$ cat src/rtl/ahb_spi_pkg.sv
// Shared definitions for the AHB-Lite SPI master: register offsets,
// AHB transfer-type encodings and the shift engine state encoding.
package ahb_spi_pkg;

  localparam logic [1:0] REG_TX   = 2'd0;
  localparam logic [1:0] REG_RX   = 2'd1;
  localparam logic [1:0] REG_STAT = 2'd2;
  localparam logic [1:0] REG_CTRL = 2'd3;

  localparam logic [1:0] HTRANS_IDLE   = 2'b00;
  localparam logic [1:0] HTRANS_BUSY   = 2'b01;
  localparam logic [1:0] HTRANS_NONSEQ = 2'b10;
  localparam logic [1:0] HTRANS_SEQ    = 2'b11;

  typedef enum logic [1:0] {
    ST_IDLE  = 2'd0,
    ST_SHIFT = 2'd1,
    ST_DONE  = 2'd2
  } spi_state_t;

endpackage

$ cat src/rtl/spi_shift_engine.sv
// Mode 0, MSB-first, 8-bit SPI shift engine: divider, shift register,
// transfer FSM and pin drivers. Pulses done for one cycle in DONE.
module spi_shift_engine
  import ahb_spi_pkg::*;
(
  input  logic       clk,
  input  logic       reset,
  input  logic       start,
  input  logic [7:0] data,
  input  logic [7:0] div,
  input  logic       miso,
  output logic       sck,
  output logic       mosi,
  output logic       cs_n,
  output logic       busy,
  output logic       done,
  output logic [7:0] rx_data
);

  spi_state_t state;
  spi_state_t state_next;
  logic [7:0] cnt;
  logic [3:0] bitcnt;
  logic [7:0] shreg;
  logic       tick;
  logic       rise;
  logic       fall;

  assign busy    = (state != ST_IDLE);
  assign done    = (state == ST_DONE);
  assign rx_data = shreg;

  // State register for the transfer FSM.
  always_ff @(posedge clk) begin
    if (reset) state <= ST_IDLE;
    else       state <= state_next;
  end

  // Next-state logic plus SCK edge detection from the half-period divider.
  always_comb begin
    state_next = state;
    tick       = 1'b0;
    rise       = 1'b0;
    fall       = 1'b0;
    case (state)
      ST_IDLE: begin
        if (start) state_next = ST_SHIFT;
      end
      ST_SHIFT: begin
        tick = (cnt == div);
        rise = tick & ~sck;
        fall = tick & sck;
        if (fall && (bitcnt == 4'd8)) state_next = ST_DONE;
      end
      ST_DONE: begin
        state_next = ST_IDLE;
      end
      default: begin
        state_next = ST_IDLE;
      end
    endcase
  end

  // Divider, shift register and pin drivers; MISO is sampled on the SCK rise.
  always_ff @(posedge clk) begin
    if (reset) begin
      sck    <= 1'b0;
      mosi   <= 1'b0;
      cs_n   <= 1'b1;
      cnt    <= 8'd0;
      bitcnt <= 4'd0;
      shreg  <= 8'd0;
    end else begin
      case (state)
        ST_IDLE: begin
          if (start) begin
            shreg  <= data;
            bitcnt <= 4'd0;
            cnt    <= 8'd0;
            cs_n   <= 1'b0;
            mosi   <= data[7];
            sck    <= 1'b0;
          end
        end
        ST_SHIFT: begin
          if (tick) cnt <= 8'd0;
          else      cnt <= cnt + 8'd1;
          if (rise) begin
            sck    <= 1'b1;
            shreg  <= {shreg[6:0], miso};
            bitcnt <= bitcnt + 4'd1;
          end
          if (fall) begin
            sck <= 1'b0;
            if (bitcnt != 4'd8) mosi <= shreg[7];
          end
        end
        ST_DONE: begin
          cs_n <= 1'b1;
          sck  <= 1'b0;
        end
        default: begin
          cs_n <= 1'b1;
          sck  <= 1'b0;
        end
      endcase
    end
  end

endmodule

$ cat src/rtl/ahb_spi_master.sv
// AHB-Lite responder exposing TXDATA/RXDATA/STATUS/CTRL registers that
// drive an 8-bit mode 0 SPI master. Zero wait states, always OKAY.
module ahb_spi_master
  import ahb_spi_pkg::*;
#(
  parameter logic [7:0] DIV_RESET = 8'd4,
  parameter logic [3:0] BASE_MASK = 4'hC
) (
  input  logic        HCLK,
  input  logic        HRESET,
  input  logic        HSEL,
  input  logic [31:0] HADDR,
  input  logic [1:0]  HTRANS,
  input  logic        HWRITE,
  input  logic [2:0]  HSIZE,
  input  logic [31:0] HWDATA,
  input  logic        HREADY,
  output logic [31:0] HRDATA,
  output logic        HREADYOUT,
  output logic        HRESP,
  output logic        SPI_SCK,
  output logic        SPI_MOSI,
  input  logic        SPI_MISO,
  output logic        SPI_CS_N
);

  logic [3:0] addr_masked;
  logic [1:0] addr_sel;
  logic       addr_valid;
  logic [1:0] addr_q;
  logic       write_q;
  logic       valid_q;
  logic [7:0] div;
  logic [7:0] rx_data;
  logic       rx_valid;
  logic       overrun;
  logic       busy;
  logic       done;
  logic [7:0] eng_rx;
  logic       start;
  logic       wr_ctrl;
  logic       rd_rx;
  logic       rd_stat;
  logic       unused_bits;

  assign HREADYOUT   = 1'b1;
  assign HRESP       = 1'b0;
  assign addr_masked = HADDR[3:0] & BASE_MASK;
  assign addr_sel    = addr_masked[3:2];
  assign addr_valid  = HSEL & HREADY & ((HTRANS == HTRANS_NONSEQ) | (HTRANS == HTRANS_SEQ));
  assign start       = valid_q &  write_q & (addr_q == REG_TX);
  assign wr_ctrl     = valid_q &  write_q & (addr_q == REG_CTRL);
  assign rd_rx       = valid_q & ~write_q & (addr_q == REG_RX);
  assign rd_stat     = valid_q & ~write_q & (addr_q == REG_STAT);
  assign unused_bits = ^{HSIZE, HADDR[31:4], addr_masked[1:0], HWDATA[31:8]};

  // Capture the address phase so the data phase can complete the access.
  always_ff @(posedge HCLK) begin
    if (HRESET) begin
      addr_q  <= 2'd0;
      write_q <= 1'b0;
      valid_q <= 1'b0;
    end else begin
      addr_q  <= addr_sel;
      write_q <= HWRITE;
      valid_q <= addr_valid;
    end
  end

  // Read data is decoded in the address phase and presented in the data phase.
  always_ff @(posedge HCLK) begin
    if (HRESET) begin
      HRDATA <= 32'd0;
    end else if (addr_valid && !HWRITE) begin
      case (addr_sel)
        REG_RX:   HRDATA <= {24'd0, rx_data};
        REG_STAT: HRDATA <= {29'd0, overrun, rx_valid, busy};
        REG_CTRL: HRDATA <= {24'd0, div};
        default:  HRDATA <= 32'd0;
      endcase
    end else begin
      HRDATA <= 32'd0;
    end
  end

  // Register file; a completing transfer wins over a same-cycle read clear.
  always_ff @(posedge HCLK) begin
    if (HRESET) begin
      div      <= DIV_RESET;
      rx_data  <= 8'd0;
      rx_valid <= 1'b0;
      overrun  <= 1'b0;
    end else begin
      if (wr_ctrl && !busy) div <= HWDATA[7:0];
      if (done) rx_data <= eng_rx;
      if (done)       rx_valid <= 1'b1;
      else if (rd_rx) rx_valid <= 1'b0;
      if (done && rx_valid && !rd_rx) overrun <= 1'b1;
      else if (rd_stat)               overrun <= 1'b0;
    end
  end

  spi_shift_engine u_engine (
    .clk     (HCLK),
    .reset   (HRESET),
    .start   (start),
    .data    (HWDATA[7:0]),
    .div     (div),
    .miso    (SPI_MISO),
    .sck     (SPI_SCK),
    .mosi    (SPI_MOSI),
    .cs_n    (SPI_CS_N),
    .busy    (busy),
    .done    (done),
    .rx_data (eng_rx)
  );

endmodule
$ cat config.mk
export PLATFORM = sky130hd
export DESIGN_NAME = ahb_spi_master
export DESIGN_NICKNAME = d
export VERILOG_FILES = /design/src/rtl/ahb_spi_pkg.sv /design/src/rtl/spi_shift_engine.sv /design/src/rtl/ahb_spi_master.sv
export SDC_FILE = /design/constraint.sdc
export NUM_CORES = 1
export LEC_CHECK = 0
export CORE_UTILIZATION = 40
export DETAILED_ROUTE_END_ITERATION = 10
export GPL_TIMING_DRIVEN = 0
export PLACE_DENSITY = 0.76
export RECOVER_POWER = 25
export SLEW_MARGIN = 20
export SYNTH_ARGS = -nofsm -noshare
export SYNTH_HDL_FRONTEND = slang
export SYNTH_SLANG_ARGS = --single-unit
$ cat constraint.sdc
create_clock -name HCLK -period 2.99 [get_ports HCLK]
set_input_delay 0.299 -clock HCLK [delete_from_list [all_inputs] [get_ports HCLK]]
set_output_delay 0.299 -clock HCLK [all_outputs]
set_load 0.005 [all_outputs]
==> impl_metrics.tcl, run 1 <==
set metrics [dict create \
    grt_pass1_vias 1920 \
    relSlewSlack_pct 46.8 \
    power_density_mw_per_mm2 418 \
    finalSetupViolations 0 \
    gr-total-overflow 0 \
    drv_slew 0 \
    path_buf_inv 0 \
    rsz0062_at_grt "no" \
    via_count 2139 \
    cts_tree "yes" \
    synth_area_mm2 0.00267 \
    firstDrtPassIters 4 \
    layout-drive-gt1-share_pct 15.2 \
    max-vdd-ir-drop_v 0.000274 \
    path_clk_slew_ns 0.10 \
    syn_to_final_growth_pct 21.2 \
    seq_power_share_pct 54.7 \
    numClockSinks 55 \
    fin_tns_setup_ns 0 \
    fin_nets 438 \
    drc_errors 0 \
    status "completed" \
    die_w_um 83.6 \
    cts_setup_buffers 0 \
    grt_max_degree 17 \
    yosysSeqAreaShare_pct 41.3 \
    pwr-share-clk_pct 38.1 \
    final_util_pct 50.6 \
    critPathSlowestCell "nor4_4" \
    synth_top_area_share_pct 41.3 \
    crit_path_max_incr_delay_ns 0.60 \
    wl_mm 5.65 \
    p_sw_mw 0.290 \
    place_inst 430 \
    track_usage_pct 16.7 \
    wl_per_cell_um 12.9 \
    critPathTopFamily "compound AO/OA/AOI/OAI gates" \
    cts_resized 0 \
    hold_viol 0 \
    die_h_um 83.6 \
    period_minus_slack_ns 1.99 \
    ant_nets 0 \
    crit_chain "xor2_1, nor4_4, a21oi_1, a211o_1, a21oi_1" \
    initial_core_util_pct 41.7 \
    cts_made_buffers 5 \
    fmax_ghz 0.502 \
    core_area_mm2 0.00639 \
    antenna_cells 0 \
    ios 112 \
    p_int_mw 1.06 \
    synth_cells 303 \
    h-tree-depth 2 \
    syn_area_per_cell_um2 8.80 \
    p_leak_nw 1.43 \
    synth.distinct_cells 45 \
    ctsHoldBuffers 0 \
    crit_required_ns 3.24 \
    place.detailed.hpwl_mm 4.22 \
    crit_path_frequent_cell "a21oi_1" \
    yosys_warnings 0 \
    cp.arrival_ns 2.24 \
    worst_pin_slew_ns 0.792 \
    antenna_found_initial 0 \
    port_buffers 26 \
    cap_violations 0 \
    clockBufferDepth 2 \
    netSwitchingFraction_pct 21.5 \
    num_rows 29 \
    p_comb_share_pct 7.2 \
    drt_first_iter_violations 170 \
    die_area_mm2 0.00699 \
    gp_congestion 0.802 \
    viasPerCell 4.88 \
    critPathLaunchType "register" \
    crit_fanout 8 \
    worstSetupPathType "reg2reg" \
    hold_class "reg2reg" \
    fin_crit_sh_pct 66.6 \
    fin_cells 438 \
    clkLatencyLatePin_ns 0.31 \
    yosys_register_bits 55 \
    synthTopCellsByArea "dfxtp_1 41%, mux2i_1 7.9%, buf_4 7.6%, nand2_1 7.3%, nor2_1 4.6%" \
    grt_first_pass_wirelength_mm 9.26 \
    synth_top_area_cell "dfxtp_1" \
    finClkSkew_ns 0.00891 \
    root_buffer "clkbuf_8" \
    end_kind "register" \
]
-- cells in the mapped netlist (all sizes together) --
master   number
ha            3
nor3b         2
a31oi         6
and3          3
and4bb        1
nand3b        2
xnor2         2
a211oi        2
a211o         2
dfxtp        55
o21ai         4
a41oi         2
nand2        52
buf          33
nand4         2
xor2         10
nand3         4
conb          2
nor4          5
a22oi         3
inv           4
a22o          2
o31ai         1
nand2b        3
or2           3
nand4bb       1
nor2         33
nor2b         9
o21bai        2
a21o          1
mux2          3
o21a          1
clkbuf        6
nand4b        2
mux2i        21
a21oi        16
-- through the flow --
step | total power, mW | instance area (µm²) | hold WS, ns | setup slack (ns)
finish | 1.35 | 3230 | 0.458 | 0.997
global route | 1.39 | 3230 | 0.475 | 0.879
CTS | 1.35 | 3230 | 0.459 | 1.02
detailed placement | 0.851 | 3110 | 0.445 | 0.936
global placement | 0.850 | 3110 | 0.442 | 0.933
floorplan | 0.817 | 2760 | 0.417 | 1.38
-- registers in the layout, summed over array words and instances, names as in the netlist, 2 cells and up --
| signal | flops |
|---|---|
| div | 8 |
| u_engine.state | 2 |
| u_engine.rx_data | 8 |
| HRDATA | 8 |
| u_engine.bitcnt | 4 |
| addr_q | 2 |
| u_engine.cnt | 8 |
| rx_data | 8 |
-- worst reg2reg max path, delay by kind of cell (launching register included) --
family / cells / cell delay, ns
xor gates and xnor gates: 1 / 0.14
DFF: 1 / 0.46
AOI/OAI and AO/OA: 3 / 0.74
and+or+nand+nor: 1 / 0.60
-- cell families after synthesis --
kind of cell               count (synthesis)  share of synthesized area [%]
and+or+nand+nor                          122                           23.5
DFF                                       55                           41.3
adders and majority gates                  3                           1.41
buffers and inverters                     43                           10.1
AOI/OAI and AO/OA                         42                           10.3
muxes                                     24                           9.15
other                                      2                          0.282
xor gates and xnor gates                  12                           3.94
-- final cells by class --
cell class / count / area, µm²
Sequential cell: 55 / 1100
Timing Repair Buffer: 26 / 260
Buffer: 39 / 254
Tap cell: 77 / 96.3
Fill cell: 617 / 3160
Clock buffer: 6 / 82.6
Multi-Input combinational cell: 229 / 1390
Clock inverter: 2 / 35.0
Inverter: 4 / 15.0
-- power groups by stage --
stage                     Combinational [mW]  Sequential, mW  Clock [mW]
after detailed placement              0.0953           0.756           0
after global placement                0.0949           0.755           0
final                                 0.0969           0.739       0.514
after global routing                   0.106           0.739       0.546
after CTS                             0.0956           0.738       0.519
after floorplan                       0.0617           0.755           0
-- layout by cell type (no fill, tap or decap), types with 5 or more instances in the layout --
cell	count
clkbuf_1	5
clkbuf_8	6
dfxtp_1	55
nand2_1	52
conb_1	26
mux2i_1	21
a21oi_1	15
xor2_1	10
a31oi_1	6
nor2b_1	9
nor2_1	33
clkdlybuf4s50_1	22
buf_4	27
-- worst paths after layout --
| check | endpoint | slack, ns | from | depth (start not counted) |
|---|---|---|---|---|
| setup reg to reg | u_engine.mosi$_SDFFE_PP0P_ | 1.0 | u_engine.cnt[3]$_SDFFE_PP0P_ | 5 |
| setup / recovery | u_engine.mosi$_SDFFE_PP0P_ | 1.0 | u_engine.cnt[3]$_SDFFE_PP0P_ | 5 |
| hold reg to reg | rx_data[7]$_SDFFE_PP0N_ | 0.46 | rx_data[7]$_SDFFE_PP0N_ | 2 |
| hold / removal | rx_data[7]$_SDFFE_PP0N_ | 0.46 | rx_data[7]$_SDFFE_PP0N_ | 2 |
-- per-layer routing --
layer  track usage (%)  part of all wire, %
met3              3.56                  4.6
met1              21.1                   46
met4              5.39                  1.1
met2              28.5                   48
met5                 0                    0
Note: power is estimated with default switching activity, not from simulation.
==> run 2: changes to the inputs <==
clock period = 2.1 ns   (was 2.99 ns; I/O delays follow)
==> impl_metrics.tcl, run 2 (same netlist as run 1, synthesis figures left out) <==
set metrics [dict create \
    fin_ws_ns 0.128 \
    r2r_end "u_engine.mosi$_SDFFE_PP0P_" \
    cp.arrival_ns 2.22 \
    h-tree-depth 2 \
    final_util_pct 50.6 \
    firstDrtPassIters 4 \
    antenna_cells 0 \
    hold_class "reg2reg" \
    post-place-ws_ns 0.135 \
    reg2reg_from "u_engine.cnt[4]$_SDFFE_PP0P_" \
    viasPerCell 4.89 \
    place.detailed.hpwl_mm 4.22 \
    die_w_um 83.6 \
    drc_errors 0 \
    cap_violations 0 \
    layout-drive-gt1-share_pct 15.2 \
    cts_setup_buffers 0 \
    worstSetupPathType "reg2reg" \
    num_rows 29 \
    critPathLaunchType "register" \
    end_kind "register" \
    period_minus_slack_ns 1.97 \
    die_area_mm2 0.00699 \
    final_cell_mix "55 x dfxtp_1, 52 x nand2_1, 33 x nor2_1" \
    cts_made_buffers 5 \
    fin_hold_ws_ns 0.457 \
    gp_congestion 0.802 \
    min_from "rx_data[7]$_SDFFE_PP0N_" \
    worstSetupStartpoint "u_engine.cnt[4]$_SDFFE_PP0P_" \
    via_count 2144 \
    wl_per_cell_um 12.9 \
    ant_nets 0 \
    status "completed" \
    initial_core_util_pct 41.7 \
    antenna_found_initial 0 \
    clkLatencyLatePin_ns 0.31 \
    total_power_mw 1.92 \
    place_area_mm2 0.00311 \
    fin_crit_sh_pct 93.9 \
    drv_slew 0 \
    core_area_mm2 0.00639 \
    finalSetupViolations 0 \
    p_leak_nw 1.43 \
    max-vdd-ir-drop_v 0.000389 \
    min_to "rx_data[7]$_SDFFE_PP0N_" \
    fmax_ghz 0.507 \
    die_h_um 83.6 \
    path_clk_slew_ns 0.10 \
    clockBufferDepth 2 \
    hold_viol 0 \
    drt_first_iter_violations 139 \
    grt_pass1_vias 1920 \
    crit_fanout 8 \
    cts_tree "yes" \
    fin_cells 438 \
    root_buffer "clkbuf_8" \
    grt_first_pass_wirelength_mm 9.26 \
    track_usage_pct 16.7 \
    rsz0062_at_grt "no" \
    wl_mm 5.66 \
    ios 112 \
    final_common_cell "dfxtp_1" \
    fin_tns_setup_ns 0 \
    hold_path_depth 2 \
    place_inst 430 \
    power_density_mw_per_mm2 593 \
    syn_to_final_growth_pct 21.2 \
    finClkSkew_ns 0.00659 \
    port_buffers 26 \
    postLayoutCellArea_mm2 0.00323 \
    crit_required_ns 2.35 \
    ctsHoldBuffers 0 \
    rr_worst_depth 5 \
    gr-total-overflow 0 \
    fin_nets 438 \
    regToRegSetupSlack_ns 0.13 \
    numClockSinks 55 \
    grt_max_degree 17 \
    worst_pin_slew_ns 0.806 \
    cts_resized 0 \
    relSlewSlack_pct 45.9 \
]
run 2: report_power, final:
part	total (mW)	internal (mW)	switching, mW
combinational	0.138	0.0746	0.0634
sequential	1.05	1.05	0.00429
clock	0.726	0.386	0.340
run 2: worst max-delay path: stages (launching register included):
cell and delay [ns]:
dfxtp_1 0.44, xor2_1 0.14, nor4_4 0.60, a21oi_1 0.27
a211o_1 0.32, a21oi_1 0.14
run 2: how the worst max path moves through the flow:
stage / slack [ns] / depth (start not counted) / end
after floorplan: 0.49 / 6 / u_engine.cnt[7]$_SDFFE_PP0P_
after global placement: 0.13 / 4 / u_engine.mosi$_SDFFE_PP0P_
after detailed placement: 0.14 / 4 / div[4]$_SDFFE_PP0P_
after CTS: 0.13 / 5 / u_engine.mosi$_SDFFE_PP0P_
after global routing: 0.02 / 5 / u_engine.mosi$_SDFFE_PP0P_
final: 0.13 / 5 / u_engine.mosi$_SDFFE_PP0P_
run 2: metal layers:
metal / up-vias / global-route usage (%) / wire length (µm)
li1: 1084 / - / -
met4: 0 / 5.39 / 63
met1: 1004 / 21.1 / 2630
met2: 49 / 28.5 / 2720
met3: 7 / 3.56 / 244
met5: - / 0 / 0
run 2: layout make-up:
class	instances	area, µm²
fillers	617	3160
multi-input cells	229	1390
flip-flops and latches	55	1100
repair buffers	26	260
plain buffers	39	254
well taps	77	96.3
clock buffers	6	82.6
clock inverters	2	35.0
inverters	4	15.0
==> run 3: changes to the inputs <==
CORE_ASPECT_RATIO = 0.6   (was unset)
==> impl_metrics.tcl, run 3 (same netlist as run 1, synthesis figures left out) <==
set metrics [dict create \
    status "completed" \
    h-tree-depth 2 \
    max-vdd-ir-drop_v 0.000426 \
    critPathTopFamily "compound AO/OA/AOI/OAI gates" \
    fin_crit_sh_pct 93.5 \
    grt_pass1_vias 1839 \
    wl_per_cell_um 13.2 \
    syn_to_final_growth_pct 20.8 \
    cp.arrival_ns 2.21 \
    power_density_mw_per_mm2 564 \
    p_comb_share_pct 7.7 \
    wl_mm 5.88 \
    layout-drive-gt1-share_pct 15.2 \
    end_kind "register" \
    ant_nets 0 \
    post-place-ws_ns 0.128 \
    netSwitchingFraction_pct 23.3 \
    critPathSlowestCell "nor4_4" \
    viasPerCell 4.75 \
    core_area_mm2 0.00628 \
    fin_tns_setup_ns 0 \
    root_buffer "clkbuf_8" \
    cts_made_buffers 5 \
    fmax_ghz 0.509 \
    drc_errors 0 \
    grt_max_degree 18 \
    port_buffers 26 \
    final_cell_mix "55 x dfxtp_1, 52 x nand2_1, 33 x nor2_1" \
    hold_viol 0 \
    final_common_cell "dfxtp_1" \
    drt_first_iter_violations 120 \
    crit_path_max_incr_delay_ns 0.56 \
    hold_class "in2reg" \
    die_h_um 65.2 \
    path_clk_slew_ns 0.10 \
    crit_required_ns 2.34 \
    finalSetupViolations 0 \
    finClkSkew_ns 0.00696 \
    path_buf_inv 0 \
    firstDrtPassIters 5 \
    ios 112 \
    crit_fanout 8 \
    cts_tree "yes" \
    critPathLaunchType "register" \
    worst_pin_slew_ns 0.743 \
    cap_violations 0 \
    drv_slew 0 \
    cts_setup_buffers 0 \
    p_leak_nw 1.42 \
    die_area_mm2 0.00700 \
    die_w_um 107 \
    numClockSinks 55 \
    via_count 2112 \
    period_minus_slack_ns 1.96 \
    antenna_found_initial 0 \
    worstSetupPathType "reg2reg" \
    fin_nets 438 \
    pwr-share-clk_pct 34.3 \
    p_int_mw 1.39 \
    ctsHoldBuffers 0 \
    place.detailed.hpwl_mm 4.54 \
    track_usage_pct 17.9 \
    gp_congestion 0.811 \
    num_rows 22 \
    crit_path_frequent_cell "a21oi_1" \
    grt_first_pass_wirelength_mm 9.27 \
    initial_core_util_pct 42.5 \
    seq_power_share_pct 58.0 \
    clkLatencyLatePin_ns 0.32 \
    p_sw_mw 0.423 \
    cts_resized 0 \
    relSlewSlack_pct 50.1 \
    antenna_cells 0 \
    gr-total-overflow 0 \
    clockBufferDepth 2 \
    rsz0062_at_grt "no" \
    fin_ws_ns 0.136 \
    crit_chain "xor2_1, nor4_4, a21oi_1, a211o_1, a21oi_1" \
]
run 3: metal layers:
layer / global-route usage, % / vias up / routed length [µm] / share of wire [%]
li1: - / 1082 / - / -
met1: 26.4 / 955 / 3000 / 51
met2: 24.1 / 70 / 2310 / 39
met3: 6.55 / 5 / 517 / 8.8
met4: 4.11 / 0 / 48 / 0.82
met5: 0 / - / 0 / 0
run 3: worst paths after layout:
path | startpoint | endpoint | slack [ns] | cells after the start
min | HADDR[3] | addr_q[1]$_SDFF_PP0_ | 0.43 | 2
max reg2reg | u_engine.cnt[3]$_SDFFE_PP0P_ | u_engine.mosi$_SDFFE_PP0P_ | 0.14 | 5
max | u_engine.cnt[3]$_SDFFE_PP0P_ | u_engine.mosi$_SDFFE_PP0P_ | 0.14 | 5
min reg2reg | rx_data[6]$_SDFFE_PP0N_ | rx_data[6]$_SDFFE_PP0N_ | 0.46 | 2
run 3: area by class of cell:
| cell class | instances | area [µm²] |
|---|---|---|
| Buffer | 39 | 254 |
| Inverter | 4 | 15.0 |
| Clock inverter | 2 | 16.3 |
| Tap cell | 84 | 105 |
| Clock buffer | 6 | 82.6 |
| Timing Repair Buffer | 26 | 260 |
| Fill cell | 595 | 3060 |
| Sequential cell | 55 | 1100 |
| Multi-Input combinational cell | 229 | 1390 |
run 3: through the flow:
step           instance area, µm²  power (mW)  util (%)  std cells  hold slack, ns
4_1_cts                      3220        1.82      51.3        445           0.419
2_1_floorplan                2760        1.16         -        327           0.328
5_1_grt                      3220        1.88      51.3        445           0.454
6_report                     3220        1.81      51.3        445           0.432
3_5_place_dp                 3120        1.21      49.7        437           0.447
3_3_place_gp                 3120        1.21      49.7        437           0.442
run 3: power groups by stage:
| stage | Clock, mW | Sequential (mW) | Combinational (mW) |
|---|---|---|---|
| global placement | 0 | 1.08 | 0.136 |
| CTS | 0.632 | 1.05 | 0.138 |
| detailed placement | 0 | 1.08 | 0.137 |
| global route | 0.678 | 1.05 | 0.153 |
| floorplan | 0 | 1.07 | 0.0879 |
| finish | 0.622 | 1.05 | 0.140 |
